`src/rtl/qif_spike_synapse_pkg.sv`:
```
// Shared types and arithmetic helpers for the QIF spike synapse and its rate monitor.
package qif_pkg;

  localparam int QIF_W = 8;

  typedef enum logic [0:0] {
    IDLE = 1'b0,
    REFR = 1'b1
  } qif_state_e;

  typedef struct packed {
    logic                    clip;
    logic signed [QIF_W-1:0] val;
  } qif_sat_t;

  // Adds in 9 bits so the overflow is visible, then clips back to 8 bits.
  function automatic qif_sat_t sat_add9(input logic signed [QIF_W-1:0] a,
                                        input logic signed [QIF_W-1:0] b);
    logic signed [QIF_W:0] s;
    qif_sat_t              r;
    s = $signed({a[QIF_W-1], a}) + $signed({b[QIF_W-1], b});
    if (s > 9'sd127) begin
      r.clip = 1'b1;
      r.val  = 8'sd127;
    end else if (s < -9'sd128) begin
      r.clip = 1'b1;
      r.val  = -8'sd128;
    end else begin
      r.clip = 1'b0;
      r.val  = s[QIF_W-1:0];
    end
    return r;
  endfunction

  // Positive values are forced down by at least 1; negatives settle via -1 >>> k = -1.
  function automatic logic signed [QIF_W-1:0] decay_step(input logic signed [QIF_W-1:0] cur,
                                                         input int shift);
    logic signed [QIF_W-1:0] d;
    d = cur >>> shift;
    if (d == 8'sd0 && cur > 8'sd0) d = 8'sd1;
    return cur - d;
  endfunction

endpackage

```
`src/rtl/qif_spike_synapse_if.sv`:
```
// Signal bundle between the spike source/host (master) and the synapse (slave).
interface qif_spike_synapse_if;
  import qif_pkg::*;

  // spike_in is a level sampled every cycle; rate_valid is a one-cycle pulse with
  // no ready: the consumer must take rate_out in the cycle rate_valid is high.
  logic                    ena;
  logic                    spike_in;
  logic signed [QIF_W-1:0] weight_in;
  logic                    weight_load;
  logic signed [QIF_W-1:0] b_out;
  logic [QIF_W-1:0]        rate_out;
  logic                    rate_valid;
  logic                    sat_out;
  qif_state_e              state_dbg;

  modport master (
    output ena, spike_in, weight_in, weight_load,
    input  b_out, rate_out, rate_valid, sat_out, state_dbg
  );

  modport slave (
    input  ena, spike_in, weight_in, weight_load,
    output b_out, rate_out, rate_valid, sat_out, state_dbg
  );
endinterface

```
`src/rtl/qif_spike_synapse_rate_window.sv`:
```
// Fixed-length window counter reporting how many events landed in each completed window.
module qif_rate_window
  import qif_pkg::*;
#(
  parameter int WINDOW = 64
) (
  input  logic             clk,
  input  logic             rst_n,
  input  logic             ena_i,
  input  logic             event_i,
  output logic [QIF_W-1:0] rate_o,
  output logic             rate_valid_o
);
  localparam int CW = (WINDOW > 2) ? $clog2(WINDOW) : 1;
  localparam logic [CW-1:0] WIN_LAST = CW'(WINDOW - 1);

  logic [CW-1:0]    win_q, win_d;
  logic [QIF_W-1:0] cnt_q, cnt_d;
  logic [QIF_W-1:0] rate_q, rate_d;
  logic             valid_q, valid_d;
  logic [QIF_W-1:0] cnt_inc;

  // The event of the last window cycle still belongs to that window.
  assign cnt_inc = (event_i && cnt_q != 8'hFF) ? cnt_q + 8'd1 : cnt_q;

  always_comb begin
    win_d   = win_q;
    cnt_d   = cnt_q;
    rate_d  = rate_q;
    valid_d = 1'b0;
    if (ena_i) begin
      if (win_q == WIN_LAST) begin
        win_d   = '0;
        cnt_d   = '0;
        rate_d  = cnt_inc;
        valid_d = 1'b1;
      end else begin
        win_d = win_q + CW'(1);
        cnt_d = cnt_inc;
      end
    end
  end

  always_ff @(posedge clk or negedge rst_n) begin
    if (!rst_n) begin
      win_q   <= '0;
      cnt_q   <= '0;
      rate_q  <= '0;
      valid_q <= 1'b0;
    end else begin
      win_q   <= win_d;
      cnt_q   <= cnt_d;
      rate_q  <= rate_d;
      valid_q <= valid_d;
    end
  end

  assign rate_o       = rate_q;
  assign rate_valid_o = valid_q;
endmodule

```
`src/rtl/qif_spike_synapse.sv`:
```
// Spike-to-current synapse: weighted saturating accumulation, decay, refractory gate, rate monitor.
module qif_spike_synapse
  import qif_pkg::*;
#(
  parameter logic signed [7:0] WEIGHT       = 8'sd24,
  parameter int                DECAY_SHIFT  = 2,
  parameter int                DECAY_PERIOD = 4,
  parameter int                REFRACT      = 2,
  parameter int                WINDOW       = 64
) (
  input logic               clk,
  input logic               rst_n,
  qif_spike_synapse_if.slave bus
);
  localparam logic [7:0] PRE_LAST = 8'(DECAY_PERIOD - 1);
  localparam logic [3:0] REFR_LD  = 4'(REFRACT);

  logic                    en;
  logic                    spike_q;
  logic                    spike_ev;
  logic                    accept;
  logic                    tick;
  qif_state_e              state_q, state_d;
  logic [3:0]              refr_q, refr_d;
  logic [7:0]              pre_q, pre_d;
  logic signed [QIF_W-1:0] cur_q, cur_d, cur_dec;
  logic signed [QIF_W-1:0] weight_q, weight_d;
  logic                    sat_q, sat_d;
  qif_sat_t                sum;

  assign en       = bus.ena;
  assign spike_ev = bus.spike_in & ~spike_q;

  // The edge register runs even while disabled so re-enabling on a high level is not an event.
  always_ff @(posedge clk or negedge rst_n) begin
    if (!rst_n) spike_q <= 1'b0;
    else        spike_q <= bus.spike_in;
  end

  always_ff @(posedge clk or negedge rst_n) begin
    if (!rst_n) begin
      state_q <= IDLE;
      refr_q  <= '0;
    end else begin
      state_q <= state_d;
      refr_q  <= refr_d;
    end
  end

  always_comb begin
    state_d = state_q;
    refr_d  = refr_q;
    if (en) begin
      case (state_q)
        IDLE: if (spike_ev && REFRACT != 0) begin
          state_d = REFR;
          refr_d  = REFR_LD;
        end
        REFR: begin
          refr_d = refr_q - 4'd1;
          if (refr_q == 4'd1) state_d = IDLE;
        end
        default: state_d = IDLE;
      endcase
    end
  end

  always_comb begin
    accept = 1'b0;
    if (en && state_q == IDLE) accept = spike_ev;
  end

  assign tick  = en && (pre_q == PRE_LAST);
  assign pre_d = !en ? pre_q : (tick ? 8'd0 : pre_q + 8'd1);

  // Decay is applied before the weight is added when both happen on one edge.
  always_comb begin
    cur_dec  = tick ? decay_step(cur_q, DECAY_SHIFT) : cur_q;
    sum      = sat_add9(cur_dec, weight_q);
    cur_d    = cur_q;
    weight_d = weight_q;
    sat_d    = sat_q;
    if (en) begin
      cur_d = accept ? sum.val : cur_dec;
      sat_d = sat_q | (accept & sum.clip);
      if (bus.weight_load) weight_d = bus.weight_in;
    end
  end

  always_ff @(posedge clk or negedge rst_n) begin
    if (!rst_n) begin
      pre_q    <= '0;
      cur_q    <= '0;
      weight_q <= WEIGHT;
      sat_q    <= 1'b0;
    end else begin
      pre_q    <= pre_d;
      cur_q    <= cur_d;
      weight_q <= weight_d;
      sat_q    <= sat_d;
    end
  end

  qif_rate_window #(.WINDOW(WINDOW)) u_rate (
    .clk          (clk),
    .rst_n        (rst_n),
    .ena_i        (en),
    .event_i      (accept),
    .rate_o       (bus.rate_out),
    .rate_valid_o (bus.rate_valid)
  );

  assign bus.b_out     = cur_q;
  assign bus.sat_out   = sat_q;
  assign bus.state_dbg = state_q;
endmodule

```
`src/flat_wrapper.sv`:
```
// flat-port wrapper written by rule: the top's interface ports become plain ports
module qif_spike_synapse_flat import qif_pkg::*;
#(
  parameter logic signed [7:0] WEIGHT       = 8'sd24,
  parameter int                DECAY_SHIFT  = 2,
  parameter int                DECAY_PERIOD = 4,
  parameter int                REFRACT      = 2,
  parameter int                WINDOW       = 64
)
  (clk, rst_n, bus_ena, bus_spike_in, bus_weight_in, bus_weight_load, bus_b_out, bus_rate_out, bus_rate_valid, bus_sat_out, bus_state_dbg);
  qif_spike_synapse_if bus_i ();
  input logic clk;
  input logic rst_n;
  input wire logic [$bits(bus_i.ena)-1:0] bus_ena;
  input wire logic [$bits(bus_i.spike_in)-1:0] bus_spike_in;
  input wire logic [$bits(bus_i.weight_in)-1:0] bus_weight_in;
  input wire logic [$bits(bus_i.weight_load)-1:0] bus_weight_load;
  output wire logic [$bits(bus_i.b_out)-1:0] bus_b_out;
  output wire logic [$bits(bus_i.rate_out)-1:0] bus_rate_out;
  output wire logic [$bits(bus_i.rate_valid)-1:0] bus_rate_valid;
  output wire logic [$bits(bus_i.sat_out)-1:0] bus_sat_out;
  output wire logic [$bits(bus_i.state_dbg)-1:0] bus_state_dbg;
  assign bus_i.ena = bus_ena;
  assign bus_i.spike_in = bus_spike_in;
  assign bus_i.weight_in = bus_weight_in;
  assign bus_i.weight_load = bus_weight_load;
  assign bus_b_out = bus_i.b_out;
  assign bus_rate_out = bus_i.rate_out;
  assign bus_rate_valid = bus_i.rate_valid;
  assign bus_sat_out = bus_i.sat_out;
  assign bus_state_dbg = bus_i.state_dbg;
  qif_spike_synapse #(.WEIGHT(WEIGHT), .DECAY_SHIFT(DECAY_SHIFT), .DECAY_PERIOD(DECAY_PERIOD), .REFRACT(REFRACT), .WINDOW(WINDOW)) u_core (.clk(clk), .rst_n(rst_n), .bus(bus_i));
endmodule
```
`config.mk`:
```
export PLATFORM = sky130hd
export DESIGN_NAME = qif_spike_synapse_flat
export DESIGN_NICKNAME = d
export VERILOG_FILES = /design/src/rtl/qif_spike_synapse_pkg.sv /design/src/rtl/qif_spike_synapse_if.sv /design/src/rtl/qif_spike_synapse_rate_window.sv /design/src/rtl/qif_spike_synapse.sv /design/src/flat_wrapper.sv
export SDC_FILE = /design/constraint.sdc
export NUM_CORES = 1
export LEC_CHECK = 0
export BUFFER_PORTS_ARGS = -buffer_cell sky130_fd_sc_hd__clkbuf_2
export CAP_MARGIN = 20
export CORE_ASPECT_RATIO = 0.8
export CORE_MARGIN = 2
export CORE_UTILIZATION = 55
export CTS_CLUSTER_SIZE = 40
export DETAILED_ROUTE_END_ITERATION = 10
export PLACE_DENSITY_LB_ADDON = 0.3
export SLEW_MARGIN = 20
export SYNTH_ARGS = -nofsm -noshare
export SYNTH_HDL_FRONTEND = slang
export SYNTH_SLANG_ARGS = --single-unit
```
`constraint.sdc`:
```
create_clock -name clk -period 9.05 [get_ports clk]
set_clock_uncertainty 0.15 [all_clocks]
set_input_delay 2.715 -clock clk [delete_from_list [all_inputs] [get_ports clk]]
set_output_delay 2.715 -clock clk [all_outputs]
set_load 0.02 [all_outputs]
```
* After elaboration in Yosys (flattened, before gate mapping) *
Cells that the tools add are included.

word-level totals
  bits of input ports = 13
  word-level logic and storage cells = 55
  register bits after elaboration = 54
  output and inout bits = 19

operators by class
  equality and inequality tests = 5
  multiplexer cells = 17
  $lt $le $gt $ge = 3
  reductions and logical operators = 8
  add/sub/neg operators = 6
  bitwise logic cells = 5

operators by type and width
  operator                                                                  count
  8-bit 2-to-1 mux                                                          6
  9-bit 2-to-1 mux                                                          2
  8-bit by 1-bit adder with 8-bit output (second input constant)            2
  8-bit by 8-bit adder with 9-bit output                                    1
  9-bit by 8-bit > comparator with 1-bit output (second input constant)     1
  9-bit by 8-bit < comparator with 1-bit output (second input constant)     1
  8-bit by 2-bit == test with 1-bit output (second input constant)          1
  8-bit by 1-bit > comparator with 1-bit output (second input constant)     1
  8-bit zero test                                                           1
  8-bit inequality test (second input constant)                             1
  4-bit one-hot mux with 2 select lines                                     1
  8-bit subtractor                                                          1
  6-bit by 1-bit adder with 6-bit output (second input constant)            1
  6-bit == test (second input constant)                                     1
  6-bit 2-to-1 mux                                                          1
  2-bit AND reduction                                                       3
  1-bit 2-to-1 mux                                                          5
  4-bit by 1-bit == test with 1-bit output (second input constant)          1
  1-bit logical AND                                                         4
  4-bit 2-to-1 mux                                                          1
  4-bit by 1-bit subtractor with 4-bit output (second input constant)       1
  1-bit bitwise AND                                                         2
  2-bit by 1-bit inequality test with 1-bit output (second input constant)  1
  1-bit NOT                                                                 2
  other kinds (2)                                                           2

* Longest topological paths before layout *
  depth in word-level cells = 11
  mapped depth = 20
  depth with buffers taken out = 19

* Hierarchy *
From an unflattened synthesis, not the netlist that was laid out.

unflattened totals
  cells, all modules = 334
  area, all modules = 3355.7 um2

by module, submodules not included
  module             cells an instance  times used  area each (um2)
  qif_spike_synapse  215                1           2140.8
  qif_rate_window    119                1           1214.9

* Worst setup path after synthesis *
No wires, ideal clock.

  kind = input to register
  start = input port bus_ena
  end = register u_core.cur_q[6], in the netlist u_core.bus.b_out[6]
  buffers on the path = 2
  arrival = 5474 ps
  stages on the path = 14
  setup time = 65 ps
  path slack = 3361 ps
  required time = 8835 ps
  cell sequence = nand2_1 -> or4_1 -> buf_6 -> o21ai_0 -> ha_1 -> inv_1 -> fa_1 -> nor2b_1 -> o211a_1 -> o21ai_0 -> or2_2 -> clkbuf_1 -> a2111oi_0 -> a211o_1

on the way
  longest elaborated chain between the ends = 7
  elaborated cells on any way between the ends = 10
  those cells by class = add/sub (1); order compare (2); mux (5); reduce/logical (2)

ends and longest elaborated chain
  what                                           line                         source
  start: declaration                             flat_wrapper.sv:14           input wire logic [$bits(bus_i.ena)-1:0] bus_ena;
  1-bit logical AND                              qif_spike_synapse.sv:73      assign tick = en && (pre_q == PRE_LAST);
  8-bit 2-to-1 mux                               qif_spike_synapse.sv:78      cur_dec = tick ? decay_step(cur_q, DECAY_SHIFT) : cur_q;
  8-bit by 8-bit adder with 9-bit output         qif_spike_synapse_pkg.sv:21  s = $signed({a[QIF_W-1], a}) + $signed({b[QIF_W-1], b});
  9-bit by 8-bit < comparator with 1-bit output  qif_spike_synapse_pkg.sv:25  end else if (s < -9'sd128) begin
  9-bit 2-to-1 mux                               qif_spike_synapse_pkg.sv:25
  9-bit 2-to-1 mux                               qif_spike_synapse_pkg.sv:22  if (s > 9'sd127) begin
  8-bit 2-to-1 mux                               qif_spike_synapse.sv:84      cur_d = accept ? sum.val : cur_dec;
  end signal: assignment                         qif_spike_synapse.sv:98      cur_q <= cur_d;
  end: declaration                               qif_spike_synapse.sv:26      logic signed [QIF_W-1:0] cur_q, cur_d, cur_dec;

Parallel ways exist; a longest one is shown, timed or not.
A chain may end at the register's enable or synchronous reset.

* Final worst setup path *
Ends and elaborated chain as after synthesis.

==> results.md <==
- For this configuration, the core starts out at a cell density of 0.580.
- Hold timing on the final database bottoms out at a slack of 326 ps.
- The number of maximum-capacitance constraint violations is 0.
- The most frequently used flop master after synthesis is dfrtp_1.
- Among all cell types in the netlist, the one instantiated most often is dfrtp_1.
- The clock tree buffer depth is 2.
- In the routed design, unresolved DRC markers number 0.
- The all-layer global routing usage is 0.217.
- Of the total synthesized cell area, the portion taken by full adders, half adders and majority gates is 0.0978.
- Port buffering added 31 buffers.
- The kind of critical path is in2reg.
- Measured against the total synthesized area, the mux share comes to 0.0485.
- The total number of vias is 2487.
- The total number of nets in the final design is 406.
- The pin count of the biggest net entering global routing is 55.
- The register clock-pin slew on the reported worst setup and hold paths is 90 ps.
- Yosys mapped a number of flops with a built-in enable equal to 0.
- The kind of path behind the tightest hold check is reg2reg.
- The count of nets left with antenna violations once routing finished came out at 0.
- The die is 89.6 µm wide.
- STA puts the critical path data arrival time at 6550 ps.
- The clock insertion delay at the later pin of the skew report is 310 ps.
- The simple-gate share of the synthesized area is 0.163.
- The shortest clock period the worst path allows after layout is 6450 ps.
- The maximum single-stage delay on the critical path is 730 ps.
- The most numerous cell on the critical path is o21ai_0.
- The biggest area contributor in the post-synthesis netlist is dfrtp_1.
- Buffers inserted to repair hold after CTS numbered 0.
- The area overhead of the layout relative to synthesis is 9.82%.
- The worst register-to-register path ends at u_core.bus.b_out[6]$_DFFE_PN0P_.
- The remaining global-route overflow is 0.
- The detailed router finished its first iteration with 137 violations.
- The final hold violation count is 0.
- The wire length per cell after detailed routing is 14.3 µm.
- The area enclosed by the die boundary is 6500 µm².
- Power spread over the standard cell area amounts to 345 nW/µm².
- The worst-case IR drop observed on VDD is 118 µV.
- Of the total synthesized cell area, the portion taken by XOR and XNOR cells is 0.0652.
- The cell family contributing the most delay on the critical path is simple AND/OR/NAND/NOR gates.
- Setup repair after global routing left no endpoint under its margin.
- The final design instance area without fill is 3540 µm².
- By area, the combinational part of the netlist is dominated by compound AO/OA/AOI/OAI gates.
- The run finished with clean final reports.
- Counting instances, the worst hold path has a depth of 1.
- The number of antenna violations at the first check in global routing is 0.
- Dividing the synthesized area by the synthesized cell count gives 9.46 µm².
- The relative slew slack is 0.519.
- Derived from the worst setup path, the maximum achievable clock frequency is 155 MHz.
- The cell sitting at the root of the clock tree is a clkbuf_8.
- Data on the critical path is required at its endpoint by 9150 ps.
- 0 antenna diodes ended up in the layout.
- The fraction of post-synthesis cell area in the top cell type by area is 0.404.
- The floorplan step defined a core boundary enclosing 5560 µm².
- The leakage power summed over all cells is 1.62 nW.
- In this run, synthesis produced a sequential element count of 54.
- The floorplan has 24 rows.
- The post-synthesis compound-gate area fraction is 0.168.
- The fraction of registers with async set/reset is 1.00.
- Of all nets on the critical path, the largest fanout is 24.
- In this run the worst setup path begins at bus_ena.
- The startpoint identified for the worst register-to-register timing path is u_core.bus.b_out[6]$_DFFE_PN0P_.
- The commonest cells after synthesis are dfrtp_1 (52), nand2_1 (44), o21ai_0 (42), nor2_1 (25), ha_1 (22).
- Gates resized during post-CTS repair numbered 0.
- The share of the Yosys chip area taken by registers is 0.420.
- The largest individual stage delay along the critical path comes from the cell or4_1.
- The max-slew violation count is 0.
- The distinct cell type count after synthesis is 54.
- The total clock buffers created by CTS is 5.
- The final layout contains routed wiring with a total length of 6410 µm.
- The reg-to-reg setup timing slack is 4150 ps.
- The warning count from the yosys run is 0.
- The number of setup buffers added after CTS is 0.
- The synthesized instance count is 341.
- The signal on the critical path passes through clkbuf_2 -> nand2_1 -> or4_1 -> o21ai_0 -> ha_1 -> inv_1 -> fa_1 -> nor2b_1 -> o211a_1 -> o21ai_0 -> or2_2 -> a2111oi_0 -> a211o_1.
- The path with the worst hold slack has its endpoint at u_core.pre_q[7]$_DFFE_PN0P_.
- The number of global-route vias before repair is 2352.
- The length in cells of the worst reg-to-reg path is 19.
- The number of buffers and inverters on the critical path is 2.
- The TritonCTS clock tree is done.
- The count of boundary I/O pins is 32.
- The global-route wire length before repair is 11000 µm.
- The source of the worst hold timing path is u_core.pre_q[7]$_DFFE_PN0P_.
- The transition at the pin with the smallest max-transition slack is 712 ps.
- In the post-synthesis netlist, the biggest area contributors are dfrtp_1 (40%), ha_1 (8.5%), o21ai_0 (6.5%).
- The cell area reported after detailed placement is 3430 µm².
- The mapped netlist covers 3220 µm².
- Routability-driven placement finished with a final weighted congestion of 0.851.
- The deepest level of the CTS H-tree is 2.
- In the final layout, the share of cells above drive strength 1 is 0.170.
- In the routed layout, each cell is associated on average with a via count of 5.55.
- The worst setup path is launched from an input pin.
- Counting every net in the synthesized netlist gives 378.
- The number of clock sinks is 54.
- The count of endpoints failing setup in the final report is 0.
- STA classifies the critical path endpoint as a register.
- The length of the first detailed-routing pass in iterations is 4.
- The die span in y is 72.5 µm.
- The half-perimeter wire length of the detailed placement result is 4790 µm.
- Setup total negative slack on the finished layout was measured at 0 ps.
- The post-route clock period utilization is 0.713.
==> area by class of cell <==
class                           count  area [µm²]
Clock inverter                      3        40.0
Fill cell                         488        2010
Multi-Input combinational cell    258        1750
Sequential cell                    54        1350
Inverter                           18        67.6
Clock buffer                        5        68.8
Tap cell                           78        97.6
Timing Repair Buffer               32         163
==> cells in the final DEF (no fill, tap or decap), types with 7 or more instances in the layout <==
cell type	instances
dfrtp_1	52
nand2_1	44
o21ai_0	42
clkbuf_2	31
nor2_1	25
ha_1	22
xnor2_1	19
inv_1	17
mux2_2	11
nand3_1	10
a21oi_1	8
nor3_1	7
==> metal layers <==
metal	GRT usage	share of wire	up-vias
li1	-	-	1257
met1	0.346	0.53	1171
met2	0.311	0.43	55
met3	0.0375	0.037	4
met4	0.0398	0.0053	0
met5	0	0	-
==> cell families after synthesis <==
family,Yosys count
simple gates,111
buf+inv,29
mux,13
xor+xnor,24
flops,54
fa+ha+maj,24
compound gates,86
==> how the worst max path moves through the flow <==
stage / slack (ps) / depth (start not counted) / to
after floorplan: 3360 / 14 / u_core.bus.b_out[6]$_DFFE_PN0P_
after global placement: 2590 / 13 / u_core.bus.b_out[6]$_DFFE_PN0P_
after detailed placement: 2390 / 13 / u_core.bus.b_out[6]$_DFFE_PN0P_
after CTS: 2710 / 13 / u_core.bus.b_out[6]$_DFFE_PN0P_
after global routing: 2270 / 13 / u_core.bus.b_out[6]$_DFFE_PN0P_
final: 2600 / 13 / u_core.bus.b_out[6]$_DFFE_PN0P_
==> flip-flops by register name (all words and copies together), names as in the netlist, 4 cells and up <==
signal	flops
u_core.refr_q	4
u_core.u_rate.win_q	6
u_core.weight_q	8
u_core.u_rate.cnt_q	8
u_core.u_rate.rate_o	8
u_core.pre_q	8
u_core.bus.b_out	8
==> power by group <==
part           leakage (nW)  switching, mW  internal [mW]
clock                0.0579         0.0791         0.0816
sequential            0.673         0.0818          0.312
combinational         0.894          0.387          0.278
total                  1.62          0.548          0.672
==> through the flow <==
step	worst slack, ps	util	instances	power [mW]
final	2600	0.637	448	1.22
after global routing	2270	0.637	448	1.33
after CTS	2710	0.637	448	1.22
after detailed placement	2390	0.618	440	1.05
after global placement	2590	0.618	440	1.03
after floorplan	3360	-	341	0.894
(Power assumes the default switching activity.)
